--- config.mk ---
export PLATFORM = sky130hd
export DESIGN_NAME = gpio_cmd_arbiter
export DESIGN_NICKNAME = d
export VERILOG_FILES = /design/src/rtl/gpio_cmd_pkg.sv /design/src/rtl/gpio_cmd_arbiter_rr_pick.sv /design/src/rtl/gpio_cmd_arbiter.sv
export SDC_FILE = /design/constraint.sdc
export NUM_CORES = 1
export LEC_CHECK = 0
export CORE_UTILIZATION = 41
export DETAILED_ROUTE_END_ITERATION = 7
export PLACE_DENSITY = 0.81
export RECOVER_POWER = 50
export SLEW_MARGIN = 20
export SYNTH_ARGS = -nofsm -noshare
export SYNTH_HDL_FRONTEND = slang
export SYNTH_SLANG_ARGS = --single-unit
export TNS_END_PERCENT = 1
--- constraint.sdc ---
create_clock -name clk -period 2.2 [get_ports clk]
set_clock_uncertainty 0.1 [all_clocks]
set_input_delay 0.22 -clock clk [delete_from_list [all_inputs] [get_ports clk]]
set_output_delay 0.22 -clock clk [all_outputs]
set_load 0.01 [all_outputs]
--- src/rtl/gpio_cmd_pkg.sv ---
// rtl/gpio_cmd_pkg.sv - shared command-word fields, codes and helpers for the GPIO config path
package gpio_cmd_pkg;

  localparam logic [3:0] CMD_IDX    = 4'h1;
  localparam logic [3:0] CMD_GAIN   = 4'h2;
  localparam logic [3:0] CMD_COMMIT = 4'hF;

  localparam int CMD_MSB  = 31;
  localparam int CMD_LSB  = 28;
  localparam int CH_BIT   = 27;
  localparam int TONE_MSB = 26;
  localparam int TONE_LSB = 24;
  localparam int DATA_MSB = 19;
  localparam int DATA_LSB = 0;

  typedef enum logic [0:0] {
    S_IDLE = 1'b0,
    S_LOCK = 1'b1
  } arb_state_t;

  function automatic logic is_commit(input logic [31:0] word);
    return word[CMD_MSB:CMD_LSB] == CMD_COMMIT;
  endfunction

endpackage

--- src/rtl/gpio_cmd_arbiter_rr_pick.sv ---
// rtl/gpio_cmd_arbiter_rr_pick.sv - combinational round-robin search starting after last_owner
module rr_pick #(
  parameter  int NUM_REQ = 2,
  localparam int IW      = $clog2(NUM_REQ)
) (
  input  logic [NUM_REQ-1:0] valid,
  input  logic [IW-1:0]      last_owner,
  output logic [IW-1:0]      pick,
  output logic               any_valid
);

  // Walk from the farthest candidate back to the nearest so the nearest valid one wins.
  always_comb begin
    int idx;
    pick      = last_owner;
    any_valid = 1'b0;
    idx       = 0;
    for (int k = NUM_REQ; k >= 1; k--) begin
      idx = (int'(last_owner) + k) % NUM_REQ;
      if (valid[idx[IW-1:0]]) begin
        pick      = idx[IW-1:0];
        any_valid = 1'b1;
      end
    end
  end

endmodule

--- src/rtl/gpio_cmd_arbiter.sv ---
// rtl/gpio_cmd_arbiter.sv - transaction-locked round-robin sharing of the gpio_wen/gpio_wdata bus
module gpio_cmd_arbiter
  import gpio_cmd_pkg::*;
#(
  parameter  int NUM_REQ        = 2,
  parameter  int GAP_CYCLES     = 1,
  parameter  int TIMEOUT_CYCLES = 1024,
  localparam int IW             = $clog2(NUM_REQ)
) (
  input  logic                    clk,
  input  logic                    rst_n,
  input  logic [NUM_REQ-1:0]      req_valid,
  input  logic [32*NUM_REQ-1:0]   req_data,
  output logic [NUM_REQ-1:0]      req_ready,
  output logic                    gpio_wen,
  output logic [31:0]             gpio_wdata,
  output logic                    locked,
  output logic [IW-1:0]           owner,
  output logic                    timeout_pulse,
  output logic                    busy
);

  localparam int GW = (GAP_CYCLES < 1) ? 1 : $clog2(GAP_CYCLES + 1);
  localparam int TW = (TIMEOUT_CYCLES < 2) ? 1 : $clog2(TIMEOUT_CYCLES);
  localparam logic [GW-1:0] GAP_LOAD  = GW'(GAP_CYCLES);
  localparam logic [TW-1:0] IDLE_LAST = TW'((TIMEOUT_CYCLES < 1) ? 0 : TIMEOUT_CYCLES - 1);
  localparam logic [IW-1:0] LAST_RST  = IW'(NUM_REQ - 1);

  arb_state_t    state_q, state_d;
  logic [IW-1:0] last_owner_q;
  logic [IW-1:0] owner_q;
  logic [IW-1:0] pick;
  logic [IW-1:0] sel;
  logic          any_valid;
  logic [GW-1:0] gap_cnt;
  logic [TW-1:0] idle_cnt;
  logic [31:0]   sel_word;
  logic          xfer;
  logic          xfer_commit;
  logic          timeout_hit;
  logic          close_txn;

  rr_pick #(
    .NUM_REQ (NUM_REQ)
  ) u_rr_pick (
    .valid      (req_valid),
    .last_owner (last_owner_q),
    .pick       (pick),
    .any_valid  (any_valid)
  );

  // While locked only the owner may talk; otherwise the round-robin winner.
  assign sel         = (state_q == S_IDLE) ? pick : owner_q;
  assign sel_word    = req_data[32*int'(sel) +: 32];
  assign xfer_commit = is_commit(sel_word);

  always_comb begin
    state_d     = state_q;
    req_ready   = '0;
    xfer        = 1'b0;
    timeout_hit = 1'b0;
    close_txn   = 1'b0;
    if (gap_cnt == '0) begin
      if ((state_q == S_LOCK) || any_valid) begin
        req_ready[sel] = 1'b1;
      end
    end
    xfer = |(req_valid & req_ready);
    unique case (state_q)
      S_IDLE: begin
        if (xfer) begin
          if (xfer_commit) begin
            close_txn = 1'b1;
          end else begin
            state_d = S_LOCK;
          end
        end
      end
      S_LOCK: begin
        // A transfer in the would-be timeout cycle takes precedence over the timeout.
        if (xfer) begin
          if (xfer_commit) begin
            close_txn = 1'b1;
            state_d   = S_IDLE;
          end
        end else if ((TIMEOUT_CYCLES != 0) && (idle_cnt == IDLE_LAST)) begin
          timeout_hit = 1'b1;
          close_txn   = 1'b1;
          state_d     = S_IDLE;
        end
      end
      default: state_d = S_IDLE;
    endcase
  end

  always_ff @(posedge clk or negedge rst_n) begin
    if (!rst_n) begin
      state_q       <= S_IDLE;
      last_owner_q  <= LAST_RST;
      owner_q       <= '0;
      gap_cnt       <= '0;
      idle_cnt      <= '0;
      gpio_wen      <= 1'b0;
      gpio_wdata    <= '0;
      timeout_pulse <= 1'b0;
    end else begin
      state_q       <= state_d;
      gpio_wen      <= xfer;
      timeout_pulse <= timeout_hit;
      if (xfer) begin
        owner_q    <= sel;
        gpio_wdata <= sel_word;
        gap_cnt    <= GAP_LOAD;
      end else if (gap_cnt != '0) begin
        gap_cnt <= gap_cnt - GW'(1);
      end
      if (close_txn) begin
        last_owner_q <= sel;
      end
      // Gap cycles count as idle time for the lock watchdog.
      if (xfer || (state_q == S_IDLE)) begin
        idle_cnt <= '0;
      end else if (TIMEOUT_CYCLES != 0) begin
        idle_cnt <= idle_cnt + TW'(1);
      end
    end
  end

  assign locked = (state_q == S_LOCK);
  assign owner  = owner_q;
  assign busy   = locked | (gap_cnt != '0);

endmodule

==> flow_summary.yaml, run 1 <==
status:
  outcome: "complete, no violations"
setup_path:
  rr_worst_depth: 6
  crit_required_ns: 1.88
  crit_chain: "nor2b_1 -> buf_4 -> o31ai_4 -> nor3_1 -> dlygate4sd2_1"
  critPathLaunchType: "register"
  cp_max_fo: 4
  worstSetupEndpointType: "output port"
  cpPeakStageDelay_ns: 0.57
  r2r_end: "last_owner_q"
  crit_type: "register to output port"
  r2r_slack_ns: 0.37
  cp.buffers_inverters: 2
  crit_family: "flip-flops"
  worstReg2RegStart: "last_owner_q"
  cp_slowest_cell: "dfstp_2"
  worst-endpoint-arrival_ns: 1.73
timing:
  slew-limit-headroom_pct: 7.589
  timing.fmax_mhz: 488.1
  fin_setup_tns_ns: 0
  setup_viol: 0
  rsz0062_at_grt: "false"
  period_share_pct: 93.13
  hold_viol: 0
  worst_pin_slew_ns: 1.386
  drv_slew: 0
  period_needed_ns: 2.049
  holdWs_ns: 0.3862
floorplanning:
  pin_count: 107
  die_width_um: 75.87
  dieArea_mm2: 0.005756
  die_y_um: 75.87
  core_area_mm2: 0.005172
  row_count: 26
  initial_utilization_pct: 43.25
placement:
  hpwlAfterDp_um: 3865
  place.gp.congestion: 0.7460
  io_buffers: 106
finish:
  filler_cell_count: 409
  syn2layout_area_growth_pct: 57.44
  final_core_util_pct: 68.09
  drive_above_1_share_pct: 6.306
  n_antenna_cell: 0
  nets: 401
route:
  viasPerCell: 4.943
  vias: 1992
  ant_nets: 0
  drt_wl_total_um: 5129
  dr.pass1.iters: 4
  first_iter_violations: 80
  wire_per_inst_um: 12.73
  drc: 0
grt:
  grt_antenna_before_repair: 0
  grt_max_degree: 36
  grt_use_total_pct: 18.70
  grt_pass1_vias: 1855
  grt_pass1_wl_um: 8045
  grt_overflow: 0
flow_run:
  drv_cap: 0
logic_synthesis:
  async_reset_ff_share_pct: 100.0
  synth_cell_types: 34
  syn_area_mm2: 0.002237
  synth_seq_cells: 47
  syn_inst: 220
  synth_edf_count: 0
  yosysWarnings: 0
  ys.flop_type: "dfrtp_1"
  syn_area_per_cell_um2: 10.17
  syn_nets: 289
  ys_seq_area_share_pct: 52.63
worst_hold_path:
  hp-start: "gpio_wdata[22]"
  min_delay_path_depth: 2
  hold_class: "register to register"
  min_to: "gpio_wdata[22]"
power:
  p_per_area_mw_per_mm2: 1197
  ir_drop_mv: 0.5549
  totalPowerFinal_mw: 4.217
  p_leak_nw: 1.485
clocking:
  numCtsBuffers: 5
  cts_sinks: 47
  cts_tree: "built"
  cts_root_buf: "clkbuf_8"
  cts.clk_slew.worst_paths_ns: 0.08
  cts.path.max_buffers: 2
  clk-insertion-delay-late_ns: 0.29
  cts-htree-levels: 2
-- layout make-up --
cell class	count	area (um2)	share of cell area, %
clock buffer	6	82.58	2.345
clock inverter	2	35.03	0.9947
inverter	4	20.02	0.5684
multi-input combinational	158	974.7	27.67
sequential	47	1177	33.43
tap	70	87.58	2.487
timing repair buffer	116	1145	32.50
-- worst min-delay path, cell delays in order, from the launching register on --
cell	delay (ns)
dfrtp_1	0.35
nand2_1	0.05
o21ai_0	0.06
-- routing by layer --
layer  GRT usage [%]  part of all wire [%]
met5               0                     0
met2           32.74                    48
met3           5.291                   9.3
met4           6.790                   1.4
met1           21.80                    41
-- flip-flops by register name (all words and copies together), names as in the netlist --
register	count
gap_cnt	1
owner	1
gpio_wdata	32
idle_cnt	10
locked	1
timeout_pulse	1
last_owner_q	1
-- placed cells by master, fill, tap and decap left out, drive strengths merged, types with 2 or more instances in the layout --
master         instances
nand3                  4
or3                    2
dfrtp                 46
nor2                  15
clkdlybuf4s50         93
buf                    5
inv                    3
o21ai                 33
mux2i                 29
xor2                   4
dlygate4sd3           11
clkinv                 2
nand2                 40
clkbuf                11
a21oi                  2
dlygate4sd2            2
nor2b                  2
nand4                  3
and4                   2
xnor2                  3
nor3                   5
a31oi                  4
-- worst max-delay path by stage --
stage,startpoint,end,slack [ns],depth (start not counted)
after global placement,req_valid[1],req_ready[0],0.11,5
final,last_owner_q,req_ready[1],0.15,5
after CTS,last_owner_q,req_ready[1],0.13,5
after floorplan,last_owner_q,req_ready[1],0.50,5
after detailed placement,req_valid[1],req_ready[1],0.06,5
after global routing,rst_n,gpio_wdata[9],0.02,3
-- kinds of logic after synthesis --
logic type / count (synthesis) / share of synthesized area, %
AO/OA/AOI/OAI: 44 / 11.19
AND/OR/NAND/NOR: 77 / 15.49
flip-flops: 47 / 52.63
XOR/XNOR: 7 / 2.741
adder cells (fa/ha/maj): 1 / 0.5592
buffers and inverters: 15 / 4.418
multiplexers: 29 / 12.98
-- cell usage after synthesis (3+ instances only) --
master	n	area (um2)
xnor2_1	3	26.28
nand3_1	4	20.02
inv_1	3	11.26
nor3_1	4	20.02
nand2_1	40	150.1
buf_2	3	15.01
o21ai_0	8	40.04
dfrtp_1	46	1151
o21ai_1	25	125.1
nand4_1	3	18.77
mux2i_1	29	290.3
nor2_1	15	56.30
a31oi_1	4	25.02
buf_6	4	45.04
xor2_1	4	35.03
clkbuf_1	3	11.26
-- timing repair --
item,CTS,global route
hold buffers,1,0
endpoints found under the hold margin,23,0
gates resized for setup,2,0
setup endpoints to repair,2,0
buffers inserted,0,0
-- metrics by stage --
step	instances	cell area (um2)	setup WS (ns)
6_report	403	3522	0.1511
5_1_grt	403	3522	0.02157
4_1_cts	403	3533	0.1311
3_5_place_dp	394	3408	0.05760
3_3_place_gp	394	3408	0.1099
2_1_floorplan	220	2237	0.4982
-- where the power goes --
group          leakage [nW]  switching (mW)  internal, mW
sequential            0.584           0.219          1.21
combinational         0.839            1.01          1.14
clock                0.0612           0.270         0.368
Power figures use the tool's default switching activity.
==> inputs of run 2 (changes only) <==
--- a/config.mk
+++ b/config.mk
@@ -5,6 +5,7 @@
 export SDC_FILE = /design/constraint.sdc
 export NUM_CORES = 1
 export LEC_CHECK = 0
+export CORE_MARGIN = 2
 export CORE_UTILIZATION = 41
 export DETAILED_ROUTE_END_ITERATION = 7
 export PLACE_DENSITY = 0.81
==> run 2 against run 1 <==
Net effect:
- utilization shrank 0.77 points
- fmax decreased by 1.5%
- die area is 5.3% higher
- first-iteration DRC count increased by 18%
- clock power fell by 24%
- clock-buffer cell count did not move
- cell area is 1.1% lower
- cell count unchanged
- worst setup slack worse by 0.032 ns
- non-clock buffer count unchanged
- combinational power about the same
==> flow_summary.yaml, run 2 (synthesis gave the netlist of run 1 again) <==
grt:
  grt_max_degree: 48
  grt_use_total_pct: 18.19
  grt_pass1_vias: 2008
  grt_pass1_wl_um: 8832
  grt_overflow: 0
  grt_antenna_before_repair: 0
clocking:
  clk-insertion-delay-late_ns: 0.29
  cts_tree: "built"
  cts_root_buf: "clkbuf_8"
  cts.path.max_buffers: 2
  cts_sinks: 47
  cts.clk_slew.worst_paths_ns: 0.08
  cts-htree-levels: 2
  numCtsBuffers: 5
setup_path:
  r2r_slack_ns: 0.38
  crit_family: "flip-flops"
  worst-endpoint-arrival_ns: 1.76
  critPathLaunch: "last_owner_q"
  cp_slowest_cell: "dfstp_2"
  crit_required_ns: 1.88
  worstReg2RegStart: "last_owner_q"
  critPathCapture: "req_ready[1]"
  cpPeakStageDelay_ns: 0.57
  crit_type: "register to output port"
  r2r_end: "last_owner_q"
  cp_max_fo: 4
  rr_worst_depth: 6
  worstSetupEndpointType: "output port"
  crit_chain: "nor2b_1 -> buf_4 -> o31ai_4 -> nor3_1 -> dlygate4sd2_1"
  critPathLaunchType: "register"
  crit_cells: 5
  cp.buffers_inverters: 2
finish:
  final_common_cell: "clkdlybuf4s50_1"
  largest_registers: "gpio_wdata: 32 flops, idle_cnt: 10 flops"
  drive_above_1_share_pct: 6.907
  nets: 401
  largest_register_ff_count: 32
  filler_cell_count: 424
  multi_input_area_um2: 974.7
  most-common-layout-cells: "86 x clkdlybuf4s50_1, 46 x dfrtp_1, 40 x nand2_1, 29 x mux2i_1, 25 x o21ai_1"
  finalNonFillerCells: 403
  syn2layout_area_growth_pct: 55.65
  final-seq-area_mm2: 0.001177
  largest-register: "gpio_wdata"
  n_antenna_cell: 0
timing:
  period_share_pct: 94.58
  worst_pin_slew_ns: 1.108
  fin_setup_tns_ns: 0
  period_needed_ns: 2.081
  setup_viol: 0
  timing.fmax_mhz: 480.6
  hold_viol: 0
  drv_slew: 0
  slew-limit-headroom_pct: 26.16
  rsz0062_at_grt: "false"
route:
  wire_per_inst_um: 12.69
  drt_wl_total_um: 5116
  vias: 1943
  ant_nets: 0
  viasPerCell: 4.821
  dr.pass1.iters: 4
  first_iter_violations: 94
  drc: 0
power:
  ir_drop_mv: 0.6122
  totalPowerFinal_mw: 4.030
  p_leak_nw: 1.471
  p_per_area_mw_per_mm2: 1157
floorplanning:
  die_y_um: 77.87
  pin_count: 107
  core_area_mm2: 0.005172
  initial_utilization_pct: 43.25
  dieArea_mm2: 0.006063
  row_count: 26
  die_width_um: 77.87
placement:
  hpwlAfterDp_um: 3938
  dp_cells: 394
  place.gp.congestion: 0.7578
  io_buffers: 106
flow_run:
  drv_cap: 0
worst_hold_path:
  hold_class: "register to register"
status:
  outcome: "complete, no violations"
run 2: cell types whose count changed in the layout (fill, tap and decap cells not counted), sizes merged, moves of 2 or more:
cell and change:
clkbuf -4, dlygate4sd3 +7, clkdlybuf4s50 -7, clkinvlp +2, buf +4
run 2: area by class of cell:
type,count,area share (%)
sequential,47,33.81
timing repair buffer,116,32.77
multi-input combinational,158,27.99
tap,70,2.515
clock buffer,6,2.084
inverter,4,0.4671
clock inverter,2,0.3593
run 2: worst min-delay path by stage:
stage / depth (start not counted) / end / startpoint
6_report: 2 / gpio_wdata[22] / gpio_wdata[22]
5_1_grt: 2 / gpio_wdata[20] / gpio_wdata[20]
4_1_cts: 2 / gpio_wdata[18] / gpio_wdata[18]
3_5_place_dp: 2 / gpio_wdata[21] / rst_n
3_3_place_gp: 2 / gpio_wdata[22] / rst_n
2_1_floorplan: 0 / gap_cnt / rst_n
run 2: through the flow:
| stage | util (%) | hold slack, ns | area, um2 | worst slack, ns |
|---|---|---|---|---|
| floorplan | - | -0.1756 | 2237 | 0.4982 |
| global placement | 65.65 | 0.2465 | 3396 | 0.1120 |
| detailed placement | 65.65 | 0.2433 | 3396 | 0.02199 |
| CTS | 67.44 | 0.3935 | 3488 | 0.1279 |
| global route | 67.32 | 0.4047 | 3482 | 0.002823 |
| finish | 67.32 | 0.3792 | 3482 | 0.1192 |
run 2: where the power goes:
part	leakage [nW]	internal [mW]	switching (mW)	total (mW)
Sequential	0.584	1.21	0.215	1.42
Combinational	0.846	1.11	1.01	2.12
Clock	0.0412	0.222	0.265	0.487
run 2: repair_timing:
action | 4_1_cts | 5_1_grt
endpoints found under the setup margin | 2 | 0
hold buffers | 1 | 0
endpoints found under the hold margin | 46 | 0
gates resized for setup | 2 | 0
setup buffers | 0 | 0
run 2: worst min-delay path, stage by stage (launching register included):
cell     delay [ns]
dfrtp_1        0.34
nand2_1        0.05
o21ai_0        0.06
run 2: per-layer routing:
layer	share of wire (%)	vias to the layer above	GRT usage, %
met5	0	-	0
met4	1.3	0	5.357
met3	9.9	6	7.209
met1	41	874	21.62
li1	-	983	-
met2	48	80	30.34
==> RTL change (settings of run 2) <==
Change the parameter `TIMEOUT_CYCLES` from 1024 to 4096.
--- a/src/rtl/gpio_cmd_arbiter.sv
+++ b/src/rtl/gpio_cmd_arbiter.sv
@@ -5,5 +5,5 @@
   parameter  int NUM_REQ        = 2,
   parameter  int GAP_CYCLES     = 1,
-  parameter  int TIMEOUT_CYCLES = 1024,
+  parameter  int TIMEOUT_CYCLES = 4096,
   localparam int IW             = $clog2(NUM_REQ)
 ) (
Check against the original RTL: same outputs for any inputs over 10 cycles, from zero or initial values and one cycle with rst_n low; that may be too few to reach the edited logic, so the function may still have changed.
==> RTL change against run 2 <==
  * Synthesized cell count is 5.0% higher
  * Synthesized area increased by 4.5%
  * Combinational power rose by 3%
  * Routed wire length up 7.3%
  * Sequential cell count is 2 higher
  * Setup slack improved by 0.050 ns
  * Sequential share of layout area grew 0.14 points
  * Final area up 3.8%
  * Power up 5.6%
  * Final cell count is 3.2% higher
  * Largest cell class unchanged
==> RTL change: results (changes against run 2) <==
stage;metric;value;unit;change
outcome;status;completed;;
cts;clock tree root buffer cell;clkbuf_8;;
pwr;Worst VDD drop;0.9406;mV;+54%
min_path;hold crit path type;reg -> reg;;
yosys;compound-cell area share of the yosys netlist;10.70;%;-0.48 points
global_routing;largest net degree at the start of global routing;39;;-19%
placement;PortBufs;106;;unchanged
routing;Detailed Route Iter0 Violations;52;;-45%
setup_path;Critical Path Slowest Stage Cell;clkdlybuf4s50_1;;
yosys;leading post-synthesis cells by cell area;dfrtp_1 51%, mux2i_1 12%, nor2_1 7.4%, a21oi_1 6.2%, xor2_1 3.4%;;
cts;CTS clk-pin slew, worst paths;0.08;ns;about the same
cts;clock buffer depth;2;;unchanged
yosys;Synth cell types;34;;unchanged
setup_path;CP peak stage delay;0.48;ns;-0.09 ns
global_routing;initial antenna violation count;0;;unchanged
cts;setup bufs post-CTS;0;;unchanged
yosys;post-synthesis xor/xnor area fraction;3.745;%;+1.0 points
pwr;P_leak;0.001493;µW;+1.5%
yosys;Net Count, Synth;300;;+3.8%
yosys;Post-synth ARST share;100.0;%;unchanged
placement;Post-Place Worst Slack;0.05095;ns;+0.02896 ns
global_routing;vias in the first global route;1951;;-2.8%
min_path;Hold Crit Depth;1;;-1
cts;total CTS buffers;5;;unchanged
finish;biggest regs;gpio_wdata (32), idle_cnt (12);;
routing;Avg WL per Cell;13.20;µm;+4.0%
min_path;HP Start;idle_cnt[0]$_DFF_PN0_;;
finish;Fillers;466;;+9.9%
yosys;Post-Synth Adder-Cell Area;0.5350;%;-0.024 points
finish;ANT cells;0;;unchanged
global_routing;first-pass GRT wire length;8659;µm;-2.0%
min_path;Hold Path End;idle_cnt[0]$_DFF_PN0_;;
global_routing;GRT Overall Usage;17.27;%;-0.93 points
timing;final hold vios;0;;unchanged
routing;Final ANT Viol Nets;0;;unchanged
yosys;Ys Warns;0;;unchanged
setup_path;RR Endpoint;gpio_wdata[27]$_DFFE_PN0P_;;
routing;Initial DRT Pass Iterations;4;;unchanged
placement;placer's final routability congestion estimate;0.7389;;-2.5%
yosys;Synth top cells by count;48 x dfrtp_1, 46 x nor2_1, 29 x a21oi_1, 29 x mux2i_1, 11 x nand2_1;;
setup_path;R2R cell count;6;;unchanged
finish;layout cells sized above 1;6.686;%;-0.22 points
setup_path;crit path max fanout;5;;+1
cts;# H-tree levels;2;;unchanged
setup_path;reg2reg setup slack;0.33;ns;-0.05 ns
yosys;post-synthesis mux area share;12.41;%;-0.56 points
cts;Clock Latency Late Sink;0.29;ns;about the same
placement;post-DP HPWL;4237;µm;+7.6%
timing;Slew headroom;41.86;%;+16 points
setup_path;Arrival @ worst endpoint;1.71;ns;-0.05 ns
routing;drt via density;4.894;;+1.5%
setup_path;reg2reg start;last_owner_q$_DFFE_PN1P_;;
yosys;register area share after synthesis;52.49;%;-0.14 points
finish;Final #Nets;413;;+3.0%
-- RTL change: changes by cell type after synthesis, sizes merged, moves of 2 or more --
cell and change:
nand2 -29, buf +3, nor2 +31, o21ai -29, dfrtp +2, and3 +3
xnor2 -2, a21oi +27, nor3 -2, xor2 +5, nand3 +2
-- RTL change: report_power, final --
group / total (µW) / internal (µW) / switching [µW] / leakage (µW)
Sequential: 1460 / 1240 / 215 / 0.000576
Clock: 610 / 330 / 280 / 0.0000540
Combinational: 2190 / 1130 / 1060 / 0.000863
-- RTL change: area by class of cell --
class,count,area share (%)
Sequential cell,49,33.96
Timing Repair Buffer,119,31.71
Multi-Input combinational cell,166,28.66
Tap cell,72,2.492
Clock buffer,5,1.904
Clock inverter,2,0.9692
Inverter,3,0.3115
-- RTL change: what timing repair did --
item	4_1_cts	5_1_grt
setup endpoints to repair	2	0
gates resized for setup	2	0
hold buffers	1	0
endpoints found under the hold margin	33	0
-- RTL change: per-stage QoR --
stage,std cells,power (µW),instance area [µm²],hold WS (ns)
2_1_floorplan,231,2680,2338,-0.1756
3_3_place_gp,408,3699,3511,0.2515
3_5_place_dp,408,3778,3511,0.2544
4_1_cts,416,4379,3622,0.4221
5_1_grt,416,4567,3615,0.4290
6_report,416,4257,3615,0.4250
-- RTL change: cells by family (layout without fill, tap and decap cells) --
logic type	after synthesis	in the layout
buffers and inverters	16	129
XOR/XNOR	10	10
AO/OA/AOI/OAI	43	43
multiplexers	29	29
flip-flops	49	49
adder cells (fa/ha/maj)	1	1
AND/OR/NAND/NOR	83	83
-- RTL change: critical path, delay by kind of cell (launching register included) --
family,cells,cell delay (ns)
buffers and inverters,2,0.67
DFF,1,0.46
and+or+nand+nor,1,0.28
-- RTL change: how the worst max path moves through the flow --
stage / to / depth (start not counted) / startpoint / slack [ns]
floorplan: req_ready[1] / 5 / last_owner_q$_DFFE_PN1P_ / 0.47
global placement: req_ready[0] / 5 / req_valid[1] / 0.10
detailed placement: gpio_wdata[27]$_DFFE_PN0P_ / 7 / req_valid[0] / 0.05
CTS: req_ready[1] / 5 / last_owner_q$_DFFE_PN1P_ / 0.16
global route: req_ready[1] / 5 / last_owner_q$_DFFE_PN1P_ / 0.09
finish: busy / 3 / locked$_DFF_PN0_ / 0.17
-- RTL change: routing by layer --
layer | global-route usage (%) | wire length, µm | vias up
met5 | 0 | 0 | -
met4 | 6.724 | 66 | 0
met3 | 4.412 | 407 | 4
met2 | 30.25 | 2752 | 65
met1 | 20.16 | 2266 | 941
li1 | - | - | 1026
